--- src/rtl/seq_mult_pkg.sv ---
// Shared types and limits for the sequential shift-add multiplier.
package seq_mult_pkg;

  localparam int unsigned SEQ_MULT_MAX_WIDTH = 32;

  typedef enum logic [1:0] {
    IDLE = 2'b00,
    CALC = 2'b01,
    DONE = 2'b10
  } seq_mult_state_t;

endpackage

--- src/rtl/seq_mult_if.sv ---
// Start/busy/done handshake and operand/product bus of the multiplier core.
// The sgn mode select exists only when SEQ_MULT_SIGNED_EN is defined.
interface seq_mult_if #(
  parameter int unsigned WIDTH = 8
);
  logic                 clr;
  logic                 start;
  logic [WIDTH-1:0]     multiplicand;
  logic [WIDTH-1:0]     multiplier;
`ifdef SEQ_MULT_SIGNED_EN
  logic                 sgn;
`endif
  logic                 busy;
  logic                 done;
  logic [2*WIDTH-1:0]   product;

`ifdef SEQ_MULT_SIGNED_EN
  modport master (output clr, start, multiplicand, multiplier, sgn,
                  input  busy, done, product);
  modport slave  (input  clr, start, multiplicand, multiplier, sgn,
                  output busy, done, product);
`else
  modport master (output clr, start, multiplicand, multiplier,
                  input  busy, done, product);
  modport slave  (input  clr, start, multiplicand, multiplier,
                  output busy, done, product);
`endif
endinterface

--- src/rtl/seq_mult_dp.sv ---
// Multiplier datapath: M, ACC and Q registers with the add/subtract/shift step.
// Signed support (sign-extended M, arithmetic shift, final-step subtract) needs SEQ_MULT_SIGNED_EN.
module seq_mult_dp #(
  parameter int unsigned WIDTH = 8
) (
  input  logic               clk,
  input  logic               rst,
  input  logic               clr,
  input  logic               load,
  input  logic               step,
`ifdef SEQ_MULT_SIGNED_EN
  input  logic               last,
  input  logic               sgn,
`endif
  input  logic [WIDTH-1:0]   multiplicand,
  input  logic [WIDTH-1:0]   multiplier,
  output logic [2*WIDTH-1:0] result
);
  logic [WIDTH:0]   m_q;
  logic [WIDTH:0]   acc_q;
  logic [WIDTH:0]   acc_nxt;
  logic [WIDTH:0]   sum;
  logic [WIDTH-1:0] q_q;
  logic [WIDTH-1:0] q_nxt;
  logic [WIDTH:0]   m_ext;
  logic             fill;
`ifdef SEQ_MULT_SIGNED_EN
  logic             sgn_q;
`endif

  always_comb begin
    sum = acc_q;
`ifdef SEQ_MULT_SIGNED_EN
    m_ext = {multiplicand[WIDTH-1] & sgn, multiplicand};
    if (q_q[0]) sum = (sgn_q && last) ? acc_q - m_q : acc_q + m_q;
    fill = sgn_q & sum[WIDTH];
`else
    m_ext = {1'b0, multiplicand};
    if (q_q[0]) sum = acc_q + m_q;
    fill = 1'b0;
`endif
    // {ACC, Q} shifts right as one register; ACC's LSB enters Q's MSB.
    acc_nxt = {fill, sum[WIDTH:1]};
    q_nxt   = {sum[0], q_q[WIDTH-1:1]};
    result  = {acc_nxt[WIDTH-1:0], q_nxt};
  end

  always_ff @(posedge clk or negedge rst) begin
    if (!rst) begin
      m_q   <= '0;
      acc_q <= '0;
      q_q   <= '0;
`ifdef SEQ_MULT_SIGNED_EN
      sgn_q <= 1'b0;
`endif
    end else if (clr) begin
      m_q   <= '0;
      acc_q <= '0;
      q_q   <= '0;
`ifdef SEQ_MULT_SIGNED_EN
      sgn_q <= 1'b0;
`endif
    end else if (load) begin
      m_q   <= m_ext;
      acc_q <= '0;
      q_q   <= multiplier;
`ifdef SEQ_MULT_SIGNED_EN
      sgn_q <= sgn;
`endif
    end else if (step) begin
      acc_q <= acc_nxt;
      q_q   <= q_nxt;
    end
  end

endmodule

--- src/rtl/seq_mult_core.sv ---
// Sequential shift-add multiplier: FSM, step counter and product register around seq_mult_dp.
// Define SEQ_MULT_SIGNED_EN to add per-operation two's-complement mode (sgn).
module seq_mult_core
  import seq_mult_pkg::*;
#(
  parameter int unsigned WIDTH = 8
) (
  input  logic      clk,
  input  logic      rst,
  seq_mult_if.slave bus
);
  localparam int unsigned     CW        = $clog2(WIDTH);
  localparam logic [CW-1:0]   LAST_STEP = CW'(WIDTH - 1);

  if (WIDTH < 2 || WIDTH > SEQ_MULT_MAX_WIDTH) begin : g_bad_width
    $error("seq_mult_core: WIDTH out of range");
  end

  seq_mult_state_t    state_q;
  seq_mult_state_t    state_nxt;
  logic [CW-1:0]      cnt_q;
  logic               accept;
  logic               step;
  logic               last;
  logic               busy_q;
  logic               done_q;
  logic [2*WIDTH-1:0] product_q;
  logic [2*WIDTH-1:0] dp_result;

  assign last        = (cnt_q == LAST_STEP);
  assign bus.busy    = busy_q;
  assign bus.done    = done_q;
  assign bus.product = product_q;

  always_comb begin
    state_nxt = state_q;
    accept    = 1'b0;
    step      = 1'b0;
    unique case (state_q)
      IDLE: begin
        if (bus.start) begin
          state_nxt = CALC;
          accept    = 1'b1;
        end
      end
      CALC: begin
        step = 1'b1;
        if (last) state_nxt = DONE;
      end
      DONE: begin
        if (bus.start) begin
          state_nxt = CALC;
          accept    = 1'b1;
        end else begin
          state_nxt = IDLE;
        end
      end
      default: state_nxt = IDLE;
    endcase
    if (bus.clr) begin
      state_nxt = IDLE;
      accept    = 1'b0;
      step      = 1'b0;
    end
  end

  // busy/done come from the next state so both outputs are flops.
  always_ff @(posedge clk or negedge rst) begin
    if (!rst) begin
      state_q   <= IDLE;
      cnt_q     <= '0;
      busy_q    <= 1'b0;
      done_q    <= 1'b0;
      product_q <= '0;
    end else begin
      state_q <= state_nxt;
      busy_q  <= (state_nxt == CALC);
      done_q  <= (state_nxt == DONE);
      if (bus.clr) begin
        cnt_q     <= '0;
        product_q <= '0;
      end else begin
        if (accept)    cnt_q <= '0;
        else if (step) cnt_q <= cnt_q + 1'b1;
        if (step && last) product_q <= dp_result;
      end
    end
  end

  seq_mult_dp #(.WIDTH(WIDTH)) u_dp (
    .clk          (clk),
    .rst          (rst),
    .clr          (bus.clr),
    .load         (accept),
    .step         (step),
`ifdef SEQ_MULT_SIGNED_EN
    .last         (last),
    .sgn          (bus.sgn),
`endif
    .multiplicand (bus.multiplicand),
    .multiplier   (bus.multiplier),
    .result       (dp_result)
  );

endmodule

--- src/flat_wrapper.sv ---
// flat-port wrapper written by rule: the top's interface ports become plain ports
module seq_mult_core_flat import seq_mult_pkg::*;
#(
  parameter int unsigned WIDTH = 8
)
  (clk, rst, bus_clr, bus_start, bus_multiplicand, bus_multiplier, bus_busy, bus_done, bus_product);
  seq_mult_if #(.WIDTH(WIDTH)) bus_i ();
  input  logic clk;
  input  logic rst;
  input wire logic [$bits(bus_i.clr)-1:0] bus_clr;
  input wire logic [$bits(bus_i.start)-1:0] bus_start;
  input wire logic [$bits(bus_i.multiplicand)-1:0] bus_multiplicand;
  input wire logic [$bits(bus_i.multiplier)-1:0] bus_multiplier;
  output wire logic [$bits(bus_i.busy)-1:0] bus_busy;
  output wire logic [$bits(bus_i.done)-1:0] bus_done;
  output wire logic [$bits(bus_i.product)-1:0] bus_product;
  assign bus_i.clr = bus_clr;
  assign bus_i.start = bus_start;
  assign bus_i.multiplicand = bus_multiplicand;
  assign bus_i.multiplier = bus_multiplier;
  assign bus_busy = bus_i.busy;
  assign bus_done = bus_i.done;
  assign bus_product = bus_i.product;
  seq_mult_core #(.WIDTH(WIDTH)) u_core (.clk(clk), .rst(rst), .bus(bus_i));
endmodule
--- config.mk ---
export PLATFORM = sky130hd
export DESIGN_NAME = seq_mult_core_flat
export DESIGN_NICKNAME = d
export VERILOG_FILES = /design/src/rtl/seq_mult_pkg.sv /design/src/rtl/seq_mult_if.sv /design/src/rtl/seq_mult_dp.sv /design/src/rtl/seq_mult_core.sv /design/src/flat_wrapper.sv
export SDC_FILE = /design/constraint.sdc
export NUM_CORES = 1
export LEC_CHECK = 0
export CORE_MARGIN = 2
export CORE_UTILIZATION = 57
export CTS_BUF_LIST = sky130_fd_sc_hd__clkbuf_4 sky130_fd_sc_hd__clkbuf_8
export CTS_CLUSTER_SIZE = 28
export DETAILED_ROUTE_END_ITERATION = 12
export PLACE_DENSITY_LB_ADDON = 0.12
export SLEW_MARGIN = 20
export SYNTH_ARGS = -nofsm -noshare
export SYNTH_HDL_FRONTEND = slang
export SYNTH_HIERARCHICAL = 1
export SYNTH_SLANG_ARGS = --single-unit
--- constraint.sdc ---
create_clock -name clk -period 2.5 [get_ports clk]
set_input_delay 0.25 -clock clk [delete_from_list [all_inputs] [get_ports clk]]
set_output_delay 0.25 -clock clk [all_outputs]
set_load 0.02 [all_outputs]
**Word-level counts from Yosys, hierarchy flattened**

Cells that the tools add are included.
Widths: inputs -> output; s select.

- $add $sub $neg: 2
- Multiply operators: 0
- Div/mod/pow operators: 0
- $lt $le $gt $ge: 0
- Equal/unequal tests: 5
- Shift-type cells: 0
- Muxes and demuxes: 24
- Bitwise gates (word level): 0
- Reduce and logical (&&, ||, !) cells: 6

Operators by type and width:

| operator | count |
|---|---|
| $mux 9 | 6 |
| $mux 16 | 2 |
| $mux 8 | 3 |
| $add 9x9->9 | 1 |
| $mux 3 | 3 |
| $mux 1 | 6 |
| $mux 2 | 3 |
| $pmux 2 s3 | 1 |
| $eq 2x1->1 const B | 2 |
| $eq 2x2->1 const B | 2 |
| $reduce_bool 2->1 | 2 |
| $add 3x1->3 const B | 1 |
| $eq 3x3->1 const B | 1 |
| $reduce_bool 3->1 | 1 |
| $logic_not 2->1 | 1 |
| $reduce_or 2->1 | 1 |
| $logic_and 1x1->1 | 1 |

- Register bits after elaboration: 49
- Latch bits: 0
- RAM bits: 0
- Memory bits (read-only): 0
- Input port bits: 20
- Output and inout port bits: 18
- Logic and storage cells: 45
- Memories: 0

**Logic depth before layout (Yosys ltp)**

Gate-level depths: netlist (run 1).

- Depth in word-level cells: 6
- Mapped depth: 8
- Depth with buffers taken out: 8

**By module**

Netlist (run 1), hierarchy kept.

Modules (own cells, without submodules):

| module | instances | cells an instance | area an instance (um^2) | sequential area each (um^2) |
|---|---|---|---|---|
| seq_mult_dp | 1 | 153 | 1524.0 | 600.6 |
| seq_mult_core | 1 | 100 | 1156.1 | 575.6 |

**Worst setup path after synthesis (run 1)**

OpenSTA, ideal clock, no wires.

- Path kind: register to register
- Start point: register u_core.u_dp.m_q[0]
- End point: register u_core.u_dp.acc_q[5]
- Setup time: 0.119 ns
- Arrival: 1.918 ns
- Required time: 2.381 ns
- Slack: 0.463 ns
- Stages on the path, launching flop included: 8
- Path buffers: 0
- Clock period less this slack: 2.037 ns
- Path through: dfrtp_1 -> ha_1 -> fa_1 -> a21o_1 -> a221oi_2 -> xnor2_1 -> mux2_4 -> o21ba_1

- Word-level cells in the longest chain between the ends: 5

RTL lines:

| item | line | RTL |
|---|---|---|
| from (decl) | seq_mult_dp.sv:19 | `logic [WIDTH:0] m_q;` |
| from (signal assigned) | seq_mult_dp.sv:64 | `m_q <= m_ext;` |
| $add 9x9->9 | seq_mult_dp.sv:39 | `if (q_q[0]) sum = acc_q + m_q;` |
| $mux 9 | seq_mult_dp.sv:39 |  |
| named net u_core.dp_result[13] | seq_mult_core.sv:28 | `logic [2*WIDTH-1:0] dp_result;` |
| $mux 9 | seq_mult_dp.sv:70 | `end else if (step) begin` |
| $mux 9 | seq_mult_dp.sv:63 | `end else if (load) begin` |
| $mux 9 | seq_mult_dp.sv:56 | `end else if (clr) begin` |
| to (signal assigned) | seq_mult_dp.sv:71 | `acc_q <= acc_nxt;` |
| to (decl) | seq_mult_dp.sv:20 | `logic [WIDTH:0] acc_q;` |

The timed path passes the listed nets, and every way through them passes these cells. The select of a mux whose other input is x is not followed.
A chain may end at the register's enable or synchronous reset.

**Worst setup path in the final report (run 1)**

- Start point: register u_core.u_dp.m_q[0]
- End point: register u_core.product_q[13], in the netlist u_core/bus.product[13]

- Word-level cells in the longest chain between the ends: 4

RTL lines:

| item | line | RTL |
|---|---|---|
| $add 9x9->9 | seq_mult_dp.sv:39 |  |
| $mux 9 | seq_mult_dp.sv:39 |  |
| named net u_core.dp_result[13] | seq_mult_core.sv:28 |  |
| $mux 16 | seq_mult_core.sv:85 | `if (step && last) product_q <= dp_result;` |
| $mux 16 | seq_mult_core.sv:79 | `if (bus.clr) begin` |
| to (signal assigned) | seq_mult_core.sv:85 |  |
| to (decl) | seq_mult_core.sv:27 | `logic [2*WIDTH-1:0] product_q;` |

The timed path passes the listed nets, and every way through them passes these cells. The select of a mux whose other input is x is not followed.

==> flow_metrics.env, run 1 <==
export IMPL_run_status="complete, no violations"
export IMPL_worstSetupPathDepth=8
export IMPL_static_leakage_power_uw=0.00137
export IMPL_die_area_mm2=0.00527
export IMPL_critical_path_max_stage_delay_ns=0.42
export IMPL_vias=1834
export IMPL_synth_yosys_seq_area_share_pct=43.9
export IMPL_endpoint="u_core/bus.product[13]$_DFFE_PN0P_"
export IMPL_cp_slowest_cell="sky130_fd_sc_hd__fa_1"
export IMPL_first_pass_iters=4
export IMPL_intPower_uw=1170
export IMPL_clockPowerShare_pct=35.9
export IMPL_routed_wl_um=4920
export IMPL_critPathArrivalTime_ns=2.34
export IMPL_most_common_library_cell_in_the_layout_ignoring_fill_and_taps="sky130_fd_sc_hd__dfrtp_1"
export IMPL_htree_num_levels=2
export IMPL_clkLatencyLatePin_ns=0.30
export IMPL_rsz0062_at_grt="false"
export IMPL_hold_crit_path_type="primary input to async pin"
export IMPL_clkTransAtPathRegs_ns=0.08
export IMPL_grt_start_max_net_pins=37
export IMPL_postRouteAntennaNets=0
export IMPL_r2r_end="u_core/bus.product[13]$_DFFE_PN0P_"
export IMPL_post_cts_setup_buffer_count=0
export IMPL_fin_skew_ns=0.00603
export IMPL_finalCriticalPeriod_ns=2.19
export IMPL_regToRegStartpoint="u_core/u_dp/m_q[0]$_DFFE_PN0P_"
export IMPL_final_hold_worst_slack_ns=0.453
export IMPL_vdd_ir_drop_max_uv=262
export IMPL_clock_sinks=47
export IMPL_mappedNetlistArea_mm2=0.00268
export IMPL_total_congestion_overflow=0
export IMPL_mostFrequentLayoutCells="sky130_fd_sc_hd__dfrtp_1, sky130_fd_sc_hd__clkdlybuf4s50_1, sky130_fd_sc_hd__nand2b_1, sky130_fd_sc_hd__mux2i_1, sky130_fd_sc_hd__nor2_1"
export IMPL_ctsRootBufferMaster="sky130_fd_sc_hd__clkbuf_8"
export IMPL_dp_hpwl_um=3460
export IMPL_flow_area_growth_from_synthesis_pct=16.7
export IMPL_maxCapViolCount=0
export IMPL_port_buffer_count=37
export IMPL_ys_warn_count=6
export IMPL_setup_viol=0
export IMPL_area_inside_the_core_boundary_mm2=0.00444
export IMPL_share_comb_of_total_power_pct=12.0
export IMPL_gp_congestion=0.803
export IMPL_syn_inst=253
export IMPL_ff2ff_setup_slack_ns=0.31
export IMPL_cp_required_ns=2.65
export IMPL_crit_path_end_kind="flip-flop"
export IMPL_crit_start="u_core/u_dp/m_q[0]$_DFFE_PN0P_"
export IMPL_drt_initial_drc_count=116
export IMPL_wl_per_cell_um=14.7
export IMPL_diodes=0
export IMPL_final_hold_viol_count=0
export IMPL_power_share_switching_pct=23.5
export IMPL_cts_inserted_buffers=5
export IMPL_finalCritPeriodShare_pct=87.5
export IMPL_start_util_pct=60.3
export IMPL_synth_ff_latch_count=47
export IMPL_ioPinCount=38
export IMPL_crit_chain="ha_1 -> fa_1 -> a21o_1 -> a221oi_2 -> xnor2_1 -> mux2_4 -> nand2b_1 -> mux2i_1"
export IMPL_power_switching_uw=361
export IMPL_cellPowerDensity_mw_per_mm2=491
export IMPL_worst_path_max_fanout=3
export IMPL_grt_first_pass_wirelength_um=8650
export IMPL_grt_antenna_before_repair=0
export IMPL_via_count_of_the_first_global_routing_pass=1768
export IMPL_yosys_cell_types_count=43
export IMPL_cts_buffer_depth=2
export IMPL_maxSlewViolCount=0
export IMPL_max_slew_headroom_at_the_worst_pin_pct=37.7
export IMPL_syn_num_nets=284
export IMPL_fraction_of_final_layout_cells_sized_beyond_drive_strength_1_pct=9.22
export IMPL_timing_worst_setup_path_type="flip-flop to flip-flop"
export IMPL_detail_route_vias_per_cell=5.49
export IMPL_critical_path_top_delay_family="adder cells"
export IMPL_fp_dieH_um=72.6
export IMPL_drc=0
export IMPL_ff2ff_path_depth=8
export IMPL_design_power_total_uw=1540
export IMPL_synthDominantAreaCellType="sky130_fd_sc_hd__dfrtp_1"
export IMPL_tritoncts="done"
export IMPL_share_seq_of_total_power_pct=52.1
export IMPL_synthTopCellsByArea="sky130_fd_sc_hd__dfrtp_1, sky130_fd_sc_hd__mux2i_1, sky130_fd_sc_hd__nand2b_1, sky130_fd_sc_hd__ha_1, sky130_fd_sc_hd__nor2_1"
export IMPL_yosysTopAreaCellShare_pct=43.9
export IMPL_tns_ns=0
export IMPL_synth_avg_cell_area_um2=10.6
export IMPL_die_w_um=72.6
export IMPL_fmax_mhz=457
export IMPL_final_nets=313
export IMPL_grt_use_total_pct=21.4
export IMPL_crit_buf_inv=0
export IMPL_core_rowCount=24
export IMPL_critPathLaunchType="flip-flop"
export IMPL_tightest_slew_ns=0.935
-- how the worst min path moves through the flow --
stage                     cells after the start                           to
after floorplan                               0    u_core/bus.busy$_DFF_PN0_
after global placement                        1  u_core/cnt_q[1]$_DFFE_PN0P_
after detailed placement                      1  u_core/cnt_q[1]$_DFFE_PN0P_
after CTS                                     2  u_core/cnt_q[0]$_DFFE_PN0P_
after global routing                          2  u_core/state_q[0]$_DFF_PN0_
final                                         2  u_core/cnt_q[0]$_DFFE_PN0P_
-- synth_stat cells (all sizes together) --
master,instances
fa,1
or4b,1
inv,3
and3,1
clkbuf,6
and2b,1
dfrtp,47
and3b,1
a21o,3
o21ai,8
or3b,1
a21oi,14
ha,10
mux2,6
nor2b,3
buf,15
a221oi,1
nand3,1
o21ba,4
nor3b,2
o41ai,2
and4b,1
nor2,30
o31ai,1
or4bb,2
xnor2,4
nand2b,35
o21a,3
nand2,2
nor3,4
a211oi,1
nand3b,1
mux2i,35
o211ai,1
o21bai,1
xor2,1
-- metrics by stage --
step                utilization [%]  setup slack (ns)  instance area [µm²]  instances
floorplan                         -             0.463                 2680        253
global placement               67.7             0.392                 3010        326
detailed placement             67.7             0.335                 3010        326
CTS                            70.4             0.309                 3130        334
global route                   70.4             0.163                 3130        334
finish                         70.4             0.311                 3130        334
-- worst reg2reg max path: cells and delay by family (launching register included) --
family	cells	cell delay [ns]
AO/OA/AOI/OAI	2	0.49
XOR/XNOR	1	0.10
adder cells (fa/ha/maj)	2	0.66
flip-flops	1	0.39
multiplexers	2	0.33
AND/OR/NAND/NOR	1	0.07
-- final cells by class --
class / count / area [µm²]
Clock inverter: 1 / 30.0
Clock buffer: 6 / 76.3
Fill cell: 355 / 1320
Inverter: 3 / 11.3
Sequential cell: 47 / 1180
Multi-Input combinational cell: 182 / 1360
Timing Repair Buffer: 43 / 413
Tap cell: 52 / 65.1
-- power by group through the flow --
| stage | clock network [µW] | logic (µW) | registers, µW |
|---|---|---|---|
| after floorplan | 0 | 121 | 808 |
| after global placement | 0 | 182 | 814 |
| after detailed placement | 0 | 184 | 814 |
| after CTS | 568 | 187 | 800 |
| after global routing | 598 | 208 | 803 |
| final | 552 | 184 | 799 |
-- sequential cells by signal, indices dropped and copies added (netlist names) --
| signal | count |
|---|---|
| u_core/bus.done | 1 |
| u_core/state_q | 2 |
| u_core/u_dp/q_q | 8 |
| u_core/u_dp/acc_q | 8 |
| u_core/cnt_q | 3 |
| u_core/bus.busy | 1 |
| u_core/u_dp/m_q | 8 |
| u_core/bus.product | 16 |
-- layer usage --
layer,vias to the layer above,GRT usage [%],wire length [µm]
li1,923,-,-
met2,43,30.3,2150
met5,-,0,0
met4,0,7.41,72
met3,6,4.97,202
met1,862,32.5,2500
-- kinds of logic after synthesis --
kind of cell | after synthesis | share of synthesized area, %
XOR/XNOR | 5 | 1.63
AO/OA/AOI/OAI | 39 | 9.76
buffers and inverters | 24 | 5.65
AND/OR/NAND/NOR | 86 | 17.9
adder cells (fa/ha/maj) | 11 | 5.42
flip-flops | 47 | 43.9
multiplexers | 41 | 15.7
-- timing repair --
item	in CTS	in global routing
resized for setup	0	0
hold endpoints to repair	23	0
setup endpoints to repair	0	0
hold buffers	1	0
No activity file was read; power rests on OpenSTA's default activity.
==> inputs of run 2 (changes only) <==
- CORE_UTILIZATION: 57 -> 30
- PLACE_DENSITY_LB_ADDON: 0.12 -> 0.15
- SLEW_MARGIN: 20 -> default
==> run 2 against run 1 <==
  * The flow now finishes with violations (hold timing)
  * Total power fell by 3.0%
  * Clock skew rose by 0.0035 ns
  * Critical path depth fell by 1
  * Core utilization fell by 34 points
  * Count of clock-buffer cells in the layout rose by 1
  * Cell count rose by 17%
  * Non-clock buffer count did not move
  * Routed wire length rose by 11%
  * Sequential share of layout area fell by 0.65 points
  * Die area rose by 84%
  * First-iteration DRC count fell by 47%
  * Global-route usage fell by 9.4 points
  * Critical path type unchanged
  * Largest cell class unchanged
==> flow_metrics.env, run 2 (synthesis gave the netlist of run 1 again) <==
export IMPL_run_status="complete, but fails checks"
export IMPL_failing_checks="hold timing"
export IMPL_maxSlewViolCount=0
export IMPL_start_util_pct=30.9
export IMPL_vdd_ir_drop_max_uv=220
export IMPL_tightest_slew_ns=0.668
export IMPL_via_count_of_the_first_global_routing_pass=1852
export IMPL_post_layout_instance_count_excluding_filler_cells=391
export IMPL_numPlacedInstances=383
export IMPL_most_common_library_cell_in_the_layout_ignoring_fill_and_taps="sky130_fd_sc_hd__dfrtp_1"
export IMPL_tritoncts="done"
export IMPL_crit_path_end_kind="flip-flop"
export IMPL_area_inside_the_core_boundary_mm2=0.00868
export IMPL_gp_congestion=0.722
export IMPL_finalCritPeriodShare_pct=86.2
export IMPL_final_hold_worst_slack_ns=-0.0243
export IMPL_finalCriticalPeriod_ns=2.15
export IMPL_maxCapViolCount=0
export IMPL_postCtsHoldBufs=0
export IMPL_clkTransAtPathRegs_ns=0.09
export IMPL_drc=0
export IMPL_fin_skew_ns=0.00956
export IMPL_grt_antenna_before_repair=0
export IMPL_hold_crit_path_type="primary input to async pin"
export IMPL_tns_ns=0
export IMPL_htree_num_levels=2
export IMPL_max_slew_headroom_at_the_worst_pin_pct=55.5
export IMPL_timing_worst_setup_path_type="flip-flop to flip-flop"
export IMPL_drt_initial_drc_count=62
export IMPL_worst_path_max_fanout=3
export IMPL_dp_hpwl_um=3810
export IMPL_rsz0062_at_grt="false"
export IMPL_fraction_of_final_layout_cells_sized_beyond_drive_strength_1_pct=10.2
export IMPL_largest_register_ff_count=16
export IMPL_final_hold_viol_count=27
export IMPL_cp_required_ns=2.70
export IMPL_die_area_mm2=0.00971
export IMPL_mostFrequentLayoutCells="sky130_fd_sc_hd__dfrtp_1, sky130_fd_sc_hd__clkdlybuf4s50_1, sky130_fd_sc_hd__nand2b_1, sky130_fd_sc_hd__mux2i_1, sky130_fd_sc_hd__nor2_1"
export IMPL_grt_use_total_pct=12.1
export IMPL_clock_sinks=47
export IMPL_final_nets=313
export IMPL_first_pass_iters=4
export IMPL_flow_area_growth_from_synthesis_pct=18.7
export IMPL_cts_buffer_depth=2
export IMPL_fp_dieH_um=98.5
export IMPL_cts_resizes=0
export IMPL_grt_first_pass_wirelength_um=9460
export IMPL_postRouteAntennaNets=0
export IMPL_static_leakage_power_uw=0.00137
export IMPL_critPathLaunchType="flip-flop"
export IMPL_post_cts_setup_buffer_count=0
export IMPL_wl_per_cell_um=14.0
export IMPL_grt_start_max_net_pins=37
export IMPL_ioPinCount=38
export IMPL_vias=1812
export IMPL_critPathArrivalTime_ns=2.35
export IMPL_cts_inserted_buffers=5
export IMPL_clkLatencyLatePin_ns=0.30
export IMPL_total_congestion_overflow=0
export IMPL_core_rowCount=34
export IMPL_cellPowerDensity_mw_per_mm2=468
export IMPL_setup_viol=0
export IMPL_ctsRootBufferMaster="sky130_fd_sc_hd__clkbuf_8"
export IMPL_die_w_um=98.5
export IMPL_detail_route_vias_per_cell=4.63
export IMPL_port_buffer_count=37
export IMPL_routed_wl_um=5490
export IMPL_fmax_mhz=464
export IMPL_diodes=0
## run 2: cell count changes in the layout (fill, tap and decap cells not counted)
cell,before,now
sky130_fd_sc_hd__clkbuf_8,5,6
sky130_fd_sc_hd__clkdlybuf4s50_1,36,35
sky130_fd_sc_hd__bufinv_16,1,0
sky130_fd_sc_hd__dlygate4sd3_1,1,0
sky130_fd_sc_hd__clkinv_4,0,1
sky130_fd_sc_hd__buf_2,1,2
sky130_fd_sc_hd__buf_4,5,6
## run 2: through the flow
| step | cell area (µm²) | power, µW | setup WS, ns | utilization [%] |
|---|---|---|---|---|
| after floorplan | 2680 | 929 | 0.463 | - |
| after global placement | 3080 | 1000 | 0.377 | 35.5 |
| after detailed placement | 3080 | 1000 | 0.362 | 35.5 |
| after CTS | 3180 | 1510 | 0.349 | 36.7 |
| after global routing | 3180 | 1560 | 0.224 | 36.7 |
| final | 3180 | 1490 | 0.345 | 36.7 |
## run 2: path summary, 6_finish.rpt
check,startpoint,end,slack [ns],depth (start not counted)
worst max-delay path,u_core/u_dp/m_q[0]$_DFFE_PN0P_,u_core/u_dp/acc_q[5]$_DFFE_PN0P_,0.35,7
max in group asynchronous,rst,u_core/u_dp/q_q[3]$_DFFE_PN0P_,1.92,2
worst min-delay path,rst,u_core/bus.product[12]$_DFFE_PN0P_,-0.02,1
worst min register to register,u_core/u_dp/m_q[2]$_DFFE_PN0P_,u_core/u_dp/m_q[2]$_DFFE_PN0P_,0.54,2
worst max register to register,u_core/u_dp/m_q[0]$_DFFE_PN0P_,u_core/u_dp/acc_q[5]$_DFFE_PN0P_,0.35,7
min in group clk,bus_clr,u_core/u_dp/q_q[4]$_DFFE_PN0P_,0.38,2
## run 2: worst max-delay path, stage by stage, from the launching register on
cell and delay, ns:
sky130_fd_sc_hd__dfrtp_1 0.40, sky130_fd_sc_hd__ha_1 0.24, sky130_fd_sc_hd__fa_1 0.41, sky130_fd_sc_hd__a21o_1 0.20
sky130_fd_sc_hd__a221oi_2 0.28, sky130_fd_sc_hd__xnor2_1 0.10, sky130_fd_sc_hd__mux2_4 0.27, sky130_fd_sc_hd__o21ba_1 0.16
## run 2: routing by layer
metal  routed length [µm]  vias up  global-route usage, %
met1                 2940      856                   17.4
met2                 2290       30                   17.9
met5                    0        -                      0
li1                     -      920                      -
met4                   83        0                   3.79
met3                  173        6                   2.91
## run 2: cell type report
type                            count  area (µm²)
Inverter                            3        11.3
Clock inverter                      1        8.76
Sequential cell                    47        1180
Tap cell                          108         135
Fill cell                         897        5500
Multi-Input combinational cell    182        1360
Clock buffer                        7        90.1
Timing Repair Buffer               43         405
## run 2: where the power goes
part / internal, µW / switching (µW)
logic: 89.3 / 95.0
clock network: 238 / 267
registers: 779 / 19.9
total: 1110 / 382
==> inputs of run 3 (changes only) <==
- CTS_BUF_LIST: sky130_fd_sc_hd__clkbuf_4 sky130_fd_sc_hd__clkbuf_8 -> default
==> run 3 against run 2 <==
  * The run still ends with hold timing left
  * Clock power fell by 3%
  * Cell count stayed put
  * First-iteration DRC count up 21%
  * Critical endpoint unchanged
  * Total power is 0.90% lower
  * Final area fell by 0.12%
  * Largest power group unchanged
==> flow_metrics.env, run 3 (synthesis gave the netlist of run 1 again) <==
export IMPL_run_status="complete, but fails checks"
export IMPL_dp_hpwl_um=3810
export IMPL_post_cts_setup_buffer_count=0
export IMPL_max_slew_headroom_at_the_worst_pin_pct=55.5
export IMPL_mostFrequentLayoutCells="sky130_fd_sc_hd__dfrtp_1, sky130_fd_sc_hd__clkdlybuf4s50_1, sky130_fd_sc_hd__nand2b_1, sky130_fd_sc_hd__mux2i_1, sky130_fd_sc_hd__nor2_1"
export IMPL_crit_path_end_kind="flip-flop"
export IMPL_setup_viol=0
export IMPL_tritoncts="done"
export IMPL_htree_num_levels=2
export IMPL_routed_wl_um=5480
export IMPL_postRouteAntennaNets=0
export IMPL_clkLatencyLatePin_ns=0.30
export IMPL_ctsRootBufferMaster="sky130_fd_sc_hd__clkbuf_8"
export IMPL_clockPowerShare_pct=33.3
export IMPL_flow_area_growth_from_synthesis_pct=18.6
export IMPL_die_w_um=98.5
export IMPL_total_congestion_overflow=0
export IMPL_final_hold_worst_slack_ns=-0.0245
export IMPL_grt_first_pass_wirelength_um=9460
export IMPL_maxCapViolCount=0
export IMPL_maxSlewViolCount=0
export IMPL_hold_crit_path_type="primary input to async pin"
export IMPL_cellPowerDensity_mw_per_mm2=464
export IMPL_dp_slack_ns=0.362
export IMPL_tightest_slew_ns=0.667
export IMPL_final_nets=313
export IMPL_vias=1814
export IMPL_fmax_mhz=464
export IMPL_fp_dieH_um=98.5
export IMPL_grt_antenna_before_repair=0
export IMPL_intPower_uw=1100
export IMPL_regToRegStartpoint="u_core/u_dp/m_q[0]$_DFFE_PN0P_"
export IMPL_port_buffer_count=37
export IMPL_static_leakage_power_uw=0.00136
export IMPL_drt_initial_drc_count=75
export IMPL_cp_required_ns=2.70
export IMPL_cts_inserted_buffers=5
export IMPL_power_share_switching_pct=25.7
export IMPL_endpoint="u_core/u_dp/acc_q[5]$_DFFE_PN0P_"
export IMPL_core_rowCount=34
export IMPL_largest_register_ff_count=16
export IMPL_start_util_pct=30.9
export IMPL_tns_ns=0
export IMPL_ff2ff_setup_slack_ns=0.35
export IMPL_ioPinCount=38
export IMPL_critPathLaunchType="flip-flop"
export IMPL_clock_sinks=47
export IMPL_die_area_mm2=0.00971
export IMPL_fraction_of_final_layout_cells_sized_beyond_drive_strength_1_pct=9.89
export IMPL_fin_skew_ns=0.00885
export IMPL_worst_path_max_fanout=3
export IMPL_clkTransAtPathRegs_ns=0.09
export IMPL_grt_start_max_net_pins=37
export IMPL_finalCriticalPeriod_ns=2.15
export IMPL_final_hold_viol_count=27
export IMPL_detail_route_vias_per_cell=4.64
export IMPL_rsz0062_at_grt="false"
export IMPL_failing_checks="hold timing"
export IMPL_crit_start="u_core/u_dp/m_q[0]$_DFFE_PN0P_"
export IMPL_cts_resizes=0
export IMPL_most_common_library_cell_in_the_layout_ignoring_fill_and_taps="sky130_fd_sc_hd__dfrtp_1"
export IMPL_postLayoutSetupSlackWorst_ns=0.346
export IMPL_timing_worst_setup_path_type="flip-flop to flip-flop"
export IMPL_wl_per_cell_um=14.0
export IMPL_via_count_of_the_first_global_routing_pass=1853
export IMPL_cts_buffer_depth=2
export IMPL_drc=0
export IMPL_grt_use_total_pct=12.1
export IMPL_first_pass_iters=4
export IMPL_finalCritPeriodShare_pct=86.1
export IMPL_ff2ff_path_depth=7
export IMPL_r2r_end="u_core/u_dp/acc_q[5]$_DFFE_PN0P_"
export IMPL_critPathArrivalTime_ns=2.35
export IMPL_diodes=0
export IMPL_area_inside_the_core_boundary_mm2=0.00868
export IMPL_share_seq_of_total_power_pct=54.2
export IMPL_power_switching_uw=379
export IMPL_postCtsHoldBufs=0
export IMPL_gp_congestion=0.722
export IMPL_share_comb_of_total_power_pct=12.5
export IMPL_vdd_ir_drop_max_uv=218
[run 3: how the worst min path moves through the flow]
stage | to | start | slack, ns | depth (start not counted)
final | u_core/bus.product[12]$_DFFE_PN0P_ | rst | -0.02 | 1
after global routing | u_core/bus.product[13]$_DFFE_PN0P_ | rst | 0.03 | 1
after CTS | u_core/bus.product[12]$_DFFE_PN0P_ | rst | 0.002 | 1
after detailed placement | u_core/bus.product[13]$_DFFE_PN0P_ | rst | 0.34 | 1
after global placement | u_core/bus.product[12]$_DFFE_PN0P_ | rst | 0.34 | 1
after floorplan | u_core/bus.busy$_DFF_PN0_ | rst | -0.05 | 0
[run 3: stage by stage]
stage	power, µW	utilization [%]	instances	hold WS, ns	instance area [µm²]
after global placement	1000	35.5	383	0.342	3080
after detailed placement	1000	35.5	383	0.339	3080
after CTS	1500	36.6	391	0.00201	3180
after global routing	1550	36.6	391	0.0298	3180
final	1480	36.6	391	-0.0245	3180
after floorplan	929	-	253	-0.0456	2680
[run 3: layout make-up]
type                    instances  area (µm²)
multi-input cells             182        1360
inverters                       3        11.3
well taps                     108         135
repair buffers                 43         405
clock inverters                 1        8.76
clock buffers                   7        86.3
fillers                       899        5500
flip-flops and latches         47        1180
[run 3: metal layers]
metal  wire (µm)  GRT usage, %  share of wire (%)  vias to the layer above
li1            -             -                  -                      920
met1        2920          17.4                 53                      858
met2        2310          17.9                 42                       30
met3         173          2.91                3.2                        6
met4          83          3.79                1.5                        0
met5           0             0                  0                        -
[run 3: critical path: stages, from the launching register on]
cell	delay [ns]
sky130_fd_sc_hd__dfrtp_1	0.39
sky130_fd_sc_hd__ha_1	0.24
sky130_fd_sc_hd__fa_1	0.41
sky130_fd_sc_hd__a21o_1	0.20
sky130_fd_sc_hd__a221oi_2	0.28
sky130_fd_sc_hd__xnor2_1	0.10
sky130_fd_sc_hd__mux2_4	0.27
sky130_fd_sc_hd__o21ba_1	0.16
[run 3: power by group through the flow]
stage	clock, µW	sequential (µW)	combinational [µW]
CTS	516	800	188
detailed placement	0	814	187
global route	536	803	207
global placement	0	814	188
floorplan	0	808	121
finish	492	799	184
